File: src/rtl/cc_serial.sv
// cc_serial: serial four-beat operand collector followed by a fixed-latency
// sort / mean-removal / arithmetic pipeline sequenced by a single FSM.
// One result strobe is produced per four accepted beats.
module cc_serial (
    input  logic       clk,
    input  logic       rst,
    input  logic       in_valid,
    input  logic [3:0] in_data,
    input  logic [3:0] opt,
    output logic       in_ready,
    output logic       out_valid,
    output logic [8:0] out_n
);

    typedef enum logic [2:0] {
        IDLE,
        LOAD,
        SORT,
        MEAN,
        CALC,
        OUT
    } state_t;

    state_t            state;
    logic signed [3:0] n      [4];
    logic signed [3:0] n_sort [4];
    logic signed [4:0] r      [4];
    logic signed [4:0] r_next [4];
    logic        [3:0] op;
    logic        [1:0] cnt;        // beat index while loading, phase while sorting

    logic signed [5:0]  sum;
    logic signed [5:0]  sum_adj;
    logic signed [3:0]  mean;
    logic signed [11:0] prod_a;
    logic signed [11:0] prod_b;
    logic signed [11:0] result;

    // True when the pair (a, b) violates the requested order.
    function automatic logic out_of_order(input logic signed [3:0] a,
                                          input logic signed [3:0] b,
                                          input logic              asc);
        return asc ? (a > b) : (a < b);
    endfunction

    assign in_ready = (state == IDLE) || (state == LOAD);

    // One odd-even transposition phase; even phases use pairs (0,1)(2,3), odd phases (1,2).
    always_comb begin
        for (int unsigned i = 0; i < 4; i++) begin
            n_sort[i] = n[i];
        end
        if (op[0]) begin
            if (!cnt[0]) begin
                if (out_of_order(n[0], n[1], op[1])) begin
                    n_sort[0] = n[1];
                    n_sort[1] = n[0];
                end
                if (out_of_order(n[2], n[3], op[1])) begin
                    n_sort[2] = n[3];
                    n_sort[3] = n[2];
                end
            end else if (out_of_order(n[1], n[2], op[1])) begin
                n_sort[1] = n[2];
                n_sort[2] = n[1];
            end
        end
    end

    // Mean of the four operands (rounded toward zero) and the mean-removed residuals.
    always_comb begin
        sum     = 6'(n[0]) + 6'(n[1]) + 6'(n[2]) + 6'(n[3]);
        // Bias negative sums by 3 so the arithmetic shift truncates toward zero.
        sum_adj = sum + (sum[5] ? 6'sd3 : 6'sd0);
        mean    = op[2] ? 4'(sum_adj >>> 2) : 4'sd0;
        for (int unsigned i = 0; i < 4; i++) begin
            r_next[i] = 5'(n[i]) - 5'(mean);
        end
    end

    // Final arithmetic on the residuals, 12-bit signed so no intermediate overflows.
    always_comb begin
        prod_a = ((12'(r[0]) * 12'(r[1])) <<< 1) + 12'(r[3]);
        prod_b = (((12'(r[2]) <<< 2) + 12'(r[3])) * 12'(r[1])) / 12'sd3;
        result = op[3] ? prod_a : prod_b;
    end

    // Control FSM with operand storage and registered result outputs.
    always_ff @(posedge clk or posedge rst) begin
        if (rst) begin
            state     <= IDLE;
            op        <= '0;
            cnt       <= '0;
            out_valid <= 1'b0;
            out_n     <= '0;
            for (int unsigned i = 0; i < 4; i++) begin
                n[i] <= '0;
                r[i] <= '0;
            end
        end else begin
            case (state)
                IDLE: begin
                    if (in_valid) begin
                        n[0]  <= $signed(in_data);
                        op    <= opt;
                        cnt   <= 2'd1;
                        state <= LOAD;
                    end
                end
                LOAD: begin
                    if (in_valid) begin
                        n[cnt] <= $signed(in_data);
                        if (cnt == 2'd3) begin
                            cnt   <= 2'd0;
                            state <= SORT;
                        end else begin
                            cnt <= cnt + 2'd1;
                        end
                    end
                end
                SORT: begin
                    n   <= n_sort;
                    cnt <= cnt + 2'd1;
                    if (cnt == 2'd3) begin
                        state <= MEAN;
                    end
                end
                MEAN: begin
                    r     <= r_next;
                    state <= CALC;
                end
                CALC: begin
                    out_valid <= 1'b1;
                    out_n     <= result[8:0];
                    state     <= OUT;
                end
                OUT: begin
                    out_valid <= 1'b0;
                    out_n     <= '0;
                    state     <= IDLE;
                end
                default: begin
                    state <= IDLE;
                end
            endcase
        end
    end

endmodule
File: config.mk
export PLATFORM = sky130hd
export DESIGN_NAME = cc_serial
export DESIGN_NICKNAME = d
export VERILOG_FILES = /design/src/rtl/cc_serial.sv
export SDC_FILE = /design/constraint.sdc
export NUM_CORES = 1
export LEC_CHECK = 0
export CAP_MARGIN = 20
export CORE_ASPECT_RATIO = 0.6
export CORE_MARGIN = 3
export CORE_UTILIZATION = 65
export CTS_CLUSTER_SIZE = 20
export DETAILED_ROUTE_END_ITERATION = 10
export GPL_TIMING_DRIVEN = 1
export HOLD_SLACK_MARGIN = 0.12
export PLACE_DENSITY_LB_ADDON = 0.08
export SETUP_SLACK_MARGIN = 0.1
export SLEW_MARGIN = 20
export SYNTH_ARGS = -nofsm -noshare
export SYNTH_HDL_FRONTEND = slang
export SYNTH_SLANG_ARGS = --single-unit
File: constraint.sdc
create_clock -name clk -period 10.9 [get_ports clk]
set_input_delay 2.725 -clock clk [delete_from_list [all_inputs] [get_ports clk]]
set_output_delay 2.725 -clock clk [all_outputs]
set_load 0.02 [all_outputs]
==> results of run 1 <==
cell usage in the layout (no fill, tap or decap), types with 17 or more instances in the layout:
cell              n
a21oi_1          53
and2_1           37
clkdlybuf4s50_1  21
dfrtp_1          55
fa_1             48
ha_1             88
inv_1            85
mux2i_1          24
nand2_1          78
nand3_1          26
nor2_1           71
nor2b_1          18
nor3_1           17
o21ai_0          69
xnor2_1          38
xor2_1           23
per-layer routing:
metal / part of all wire (%) / wire length (um) / up-vias
met3: 11 / 2390 / 20
li1: - / - / 3303
met1: 47 / 9940 / 3426
met2: 41 / 8650 / 373
met5: 0 / 0 / -
met4: 0.57 / 121 / 0
layout make-up:
type,count,area [sq um]
multi-input combinational,770,6040
fill,882,3200
inverter,87,327
clock buffer,5,125
tap,160,200
sequential,55,1380
clock inverter,3,46.3
timing repair buffer,26,248
cells in the mapped netlist (16+ instances only):
cell / count / area [sq um]
o21ai_0: 69 / 345
inv_1: 86 / 323
dfrtp_1: 55 / 1380
xnor2_1: 38 / 333
and2_1: 37 / 231
clkbuf_1: 25 / 93.8
fa_1: 48 / 961
nand2b_1: 16 / 100
ha_1: 88 / 1100
xor2_1: 23 / 201
a21oi_1: 53 / 265
nand3_1: 26 / 130
nor2b_1: 18 / 113
mux2i_1: 24 / 240
nand2_1: 79 / 297
nor3_1: 17 / 85.1
nor2_1: 71 / 267
cell families after synthesis:
kind of cell,after synthesis,share of synthesized area [%]
AND/OR/NAND/NOR,301,19.0
AO/OA/AOI/OAI,239,19.9
adder cells (fa/ha/maj),136,26.2
buffers and inverters,121,6.06
XOR/XNOR,65,7.68
flip-flops,55,17.5
multiplexers,29,3.76
through the flow:
step                hold slack, ns  setup slack [ns]  std cells
global placement             0.464              1.64       1098
detailed placement           0.487              1.36       1098
floorplan                    0.454              2.63        946
global route                 0.548             0.360       1106
finish                       0.504              1.10       1106
CTS                          0.507              1.30       1106
how the worst min path moves through the flow:
| stage | end | slack (ns) | cells after the start |
|---|---|---|---|
| 2_1_floorplan | r[7]$_DFFE_PP0N_ | 0.45 | 2 |
| 3_3_place_gp | out_valid$_DFFE_PP0P_ | 0.46 | 1 |
| 3_5_place_dp | out_valid$_DFFE_PP0P_ | 0.49 | 1 |
| 4_1_cts | r[9]$_DFFE_PP0N_ | 0.51 | 2 |
| 5_1_grt | out_valid$_DFFE_PP0P_ | 0.55 | 1 |
| 6_report | r[8]$_DFFE_PP0N_ | 0.50 | 2 |
state kept, by name, summed over array words and instances, names as in the netlist:
register   cells
r             20
n             16
out_n          9
op             4
state          3
cnt            2
out_valid      1
worst register-to-register path, delay by kind of cell (launching register included):
| family | cells | cell delay [ns] |
|---|---|---|
| XOR/XNOR | 4 | 1.54 |
| AND/OR/NAND/NOR | 4 | 0.85 |
| buffers and inverters | 2 | 0.15 |
| flip-flops | 1 | 0.44 |
| adder cells (fa/ha/maj) | 8 | 3.08 |
| AO/OA/AOI/OAI | 13 | 3.65 |
==> results.cfg, run 1 <==
[status]
outcome = finished, final reports clean

[cts]
clkLatencyLatePin_ns = 0.30
ctsHtreeMaxLevel = 2
clk_pin_slew_ns = 0.08
tritoncts = yes
ctsLongestPathBuffers = 2
cts_sinks = 55
post-cts-setup-buffer-count = 0
postCtsHoldBufs = 0
cts_resized = 0
cts_buffers = 5
cts_root_buf = clkbuf_16

[drt]
routed_wl_um = 21100
via_per_inst = 6.44
drtAntennaViolNets = 0
drc_errors = 0
vias = 7122
drtIter0Drc = 861
wl_per_cell_um = 19.1
dr.pass1.iters = 5

[global_route]
grt_overflow = 0
grt_pass1_wl_um = 35100
grt_usage_pct = 31.6
grt_antenna_before_repair = 0
grt_pass1_vias = 6917
met1_usage_pct = 49.8
grt_start_max_net_pins = 56
gr-usage-met2_pct = 45.4
met3_usage_pct = 7.83
top_usage_layer = met1

[synth]
synth_ff_type = dfrtp_1
synth_edf_count = 0
yosysSeqAreaShare_pct = 17.5
syn-num-nets = 1093
synth_seq_cells = 55
synth_cell_types = 82
synthesis.area_sq_um = 7880
yosys_warnings = 0
synth-async-reset-ratio_pct = 100
synth.avg_cell_area_sq_um = 8.33
synth_cells = 946

[floorplanning]
die_y_um = 91.3
core-area_sq_um = 11600
pin_count = 22
start_util_pct = 68.2
die-area_sq_um = 13500
rows = 30
die_w_um = 148

[critical_path]
slowest_delay_ns = 0.82
crit_path_end = out_n[6]$_DFFE_PP0P_
path_delay_family = compound AO/OA/AOI/OAI gates
r2r_start = r[2]$_DFFE_PP0N_
worstSetupStartpointType = register
cp_common_cell = fa_1
path_max_fanout = 13
path_class = register to register
rr_worst_depth = 31
cp_num_buf_inv = 2
worstSetupEndpointType = register
arrival_ns = 9.99
rr_endpoint = out_n[6]$_DFFE_PP0P_
worstPathRequired_ns = 11.10
cp.depth = 31
slowest_stage = xnor2_1
r2r_slack_ns = 1.10
critPathLaunch = r[2]$_DFFE_PP0N_

[sta]
fin_crit_ns = 9.80
relSlewSlack_pct = 33.9
report.final.setup_viol = 0
skew_ns = 0.00730
fin_crit_sh_pct = 89.9
fmax_mhz = 102
rsz0062_at_grt = false
tightestPinTransition_ns = 0.985
tns_ns = 0
maxSlewViolCount = 0
hold_viol = 0

[cells_and_area]
area_growth_pct = 6.05
drive_gt1_share_pct = 4.33
fin_util_pct = 72.3
fin_area_sq_um = 8360
final_nets = 1092
antenna_cells = 0

[job]
maxCapViolCount = 0

[placement]
routabilityCongestion = 0.980
placed_area_sq_um = 8180
hpwl_um = 16500
io_buffers = 21

[min_path]
hold_class = register to register
holdCritStartpoint = r[8]$_DFFE_PP0N_
Power of run 1 is left out: the tool's default activity adds up to more than one toggle a clock period on the data nets, which glitch-free logic cannot reach.
==> inputs of run 2 (changes only) <==
ABC_AREA = 1   (was default)
CORE_UTILIZATION = 64   (was 65)
SKIP_CTS_REPAIR_TIMING = 1   (was default)
==> results.cfg, run 2 <==
[critical_path]
cp_common_cell = nand2_1
cp_num_buf_inv = 10
path_delay_family = simple AND/OR/NAND/NOR gates
slowest_stage = fa_1
path_class = register to register
worstSetupStartpointType = register
path_max_fanout = 15
slowest_delay_ns = 0.55
worstSetupEndpointType = register
worstPathRequired_ns = 11.09
arrival_ns = 9.00

[synth]
synth-async-reset-ratio_pct = 100
synth_ff_type = dfrtp_1
yosys_warnings = 0
yosys-top-cells-area = dfrtp_1, ha_1, fa_1, nand2_1, inv_1
yosysTopAreaCell = dfrtp_1
synthesis.area_sq_um = 7400
synth_top_area_share_pct = 18.6
yosysSeqAreaShare_pct = 18.6
syn-num-nets = 1174
synth.avg_cell_area_sq_um = 7.21
synth_cells = 1027
synth_cell_types = 47
synth_edf_count = 0
synth_seq_cells = 55
ys_top_cells_by_count = nand2_1, inv_1, ha_1, nor2_1, nand3_1
synth.most_common_cell = nand2_1

[drt]
dr.pass1.iters = 5
drtIter0Drc = 552
drc_errors = 0
drtAntennaViolNets = 0
routed_wl_um = 17100
vias = 6485
wl_per_cell_um = 14.3
via_per_inst = 5.41

[cts]
ctsLongestPathBuffers = 2
tritoncts = yes
clkLatencyLatePin_ns = 0.30
clk_pin_slew_ns = 0.08
ctsHtreeMaxLevel = 2
cts_root_buf = clkbuf_16
cts_buffers = 5
cts_sinks = 55

[floorplanning]
start_util_pct = 67.8
pin_count = 22
die_w_um = 145
die-area_sq_um = 12900
rows = 29
core-area_sq_um = 10900
die_y_um = 89.3

[cells_and_area]
final_common_cell = nand2_1
reg.largest.list = r: 20 flops, n: 16 flops, out_n: 9 flops
antenna_cells = 0
fin_area_sq_um = 7920
largest_register_ffs = 20
regMostFlops = r
final_nets = 1189
area_growth_pct = 6.91
final_cell_mix = nand2_1, inv_1, ha_1, nor2_1, nand3_1
drive_gt1_share_pct = 6.42
fin_util_pct = 72.5

[sta]
tightestPinTransition_ns = 0.933
maxSlewViolCount = 0
fin_ws_ns = 2.09
fmax_mhz = 113
relSlewSlack_pct = 37.6
rsz0062_at_grt = false
hold_viol = 0
skew_ns = 0.0128
tns_ns = 0
fin_crit_ns = 8.81
report.final.setup_viol = 0
fin_crit_sh_pct = 80.9

[global_route]
met3_usage_pct = 9.41
grt_pass1_vias = 5772
grt_overflow = 0
top_usage_layer = met1
met1_usage_pct = 46.3
gr-usage-met2_pct = 35.6
grt_start_max_net_pins = 56
grt_pass1_wl_um = 28600
grt_usage_pct = 28.0
grt_antenna_before_repair = 0

[min_path]
hold_class = register to register

[placement]
routabilityCongestion = 1.01
placed_area_sq_um = 7760
io_buffers = 21
post-place-ws_ns = 2.16
hpwl_um = 14200

[status]
outcome = finished, final reports clean

[job]
maxCapViolCount = 0
-- run 2: cell count changes in the layout (fill, tap and decap cells not counted), sizes merged, moves of 11 or more --
cell / previous run / this run
o21ai: 79 / 57
nor3: 19 / 8
a21o: 14 / 0
nand3: 26 / 61
nand2b: 16 / 0
inv: 87 / 214
mux2i: 24 / 0
nand2: 80 / 243
and2: 37 / 1
nor2b: 18 / 0
xnor2: 40 / 13
-- run 2: area by class of cell --
type | instances | area (sq um)
fill | 915 | 3010
tap | 155 | 194
sequential | 55 | 1380
timing repair buffer | 23 | 225
multi-input combinational | 740 | 5160
clock inverter | 2 | 16.3
clock buffer | 6 | 129
inverter | 217 | 815
-- run 2: layer usage --
metal	share of wire (%)	wire length, um	vias to the layer above
li1	-	-	3299
met1	53	9050	2923
met2	35	6050	257
met3	12	1980	6
met4	0.27	46	0
met5	0	0	-
-- run 2: worst register-to-register path, delay by kind of cell, from the launching register on --
kind                     cells  cell delay [ns]
AO/OA/AOI/OAI                8             1.26
XOR/XNOR                     1             0.45
AND/OR/NAND/NOR             33             3.01
adder cells (fa/ha/maj)      7             2.75
flip-flops                   1             0.52
buffers and inverters       10             0.71
-- run 2: kinds of logic after synthesis --
group | share of synthesized area (%)
flip-flops | 18.6
buffers and inverters | 11.8
AO/OA/AOI/OAI | 12.7
adder cells (fa/ha/maj) | 27.8
multiplexers | 0.152
XOR/XNOR | 4.71
AND/OR/NAND/NOR | 24.1
-- run 2: stage by stage --
stage / hold WS, ns / cells
3_5_place_dp: 0.466 / 1190
4_1_cts: 0.486 / 1198
2_1_floorplan: 0.457 / 1027
3_3_place_gp: 0.469 / 1190
6_report: 0.483 / 1198
5_1_grt: 0.523 / 1198
-- run 2: path summary, 6_finish.rpt --
kind | start | end | slack [ns] | cells after the start
worst max-delay path | r[4]$_DFFE_PP0N_ | out_n[8]$_DFFE_PP0P_ | 2.09 | 59
worst min-delay path | out_n[5]$_DFFE_PP0P_ | out_n[5]$_DFFE_PP0P_ | 0.48 | 2
worst max register to register | r[4]$_DFFE_PP0N_ | out_n[8]$_DFFE_PP0P_ | 2.09 | 59
worst min register to register | out_n[5]$_DFFE_PP0P_ | out_n[5]$_DFFE_PP0P_ | 0.48 | 2
max in group asynchronous | rst | op[2]$_DFFE_PP0P_ | 7.46 | 3
min in group asynchronous | rst | cnt[1]$_DFFE_PP0P_ | 2.94 | 3
Power of run 2 is left out for the same reason.
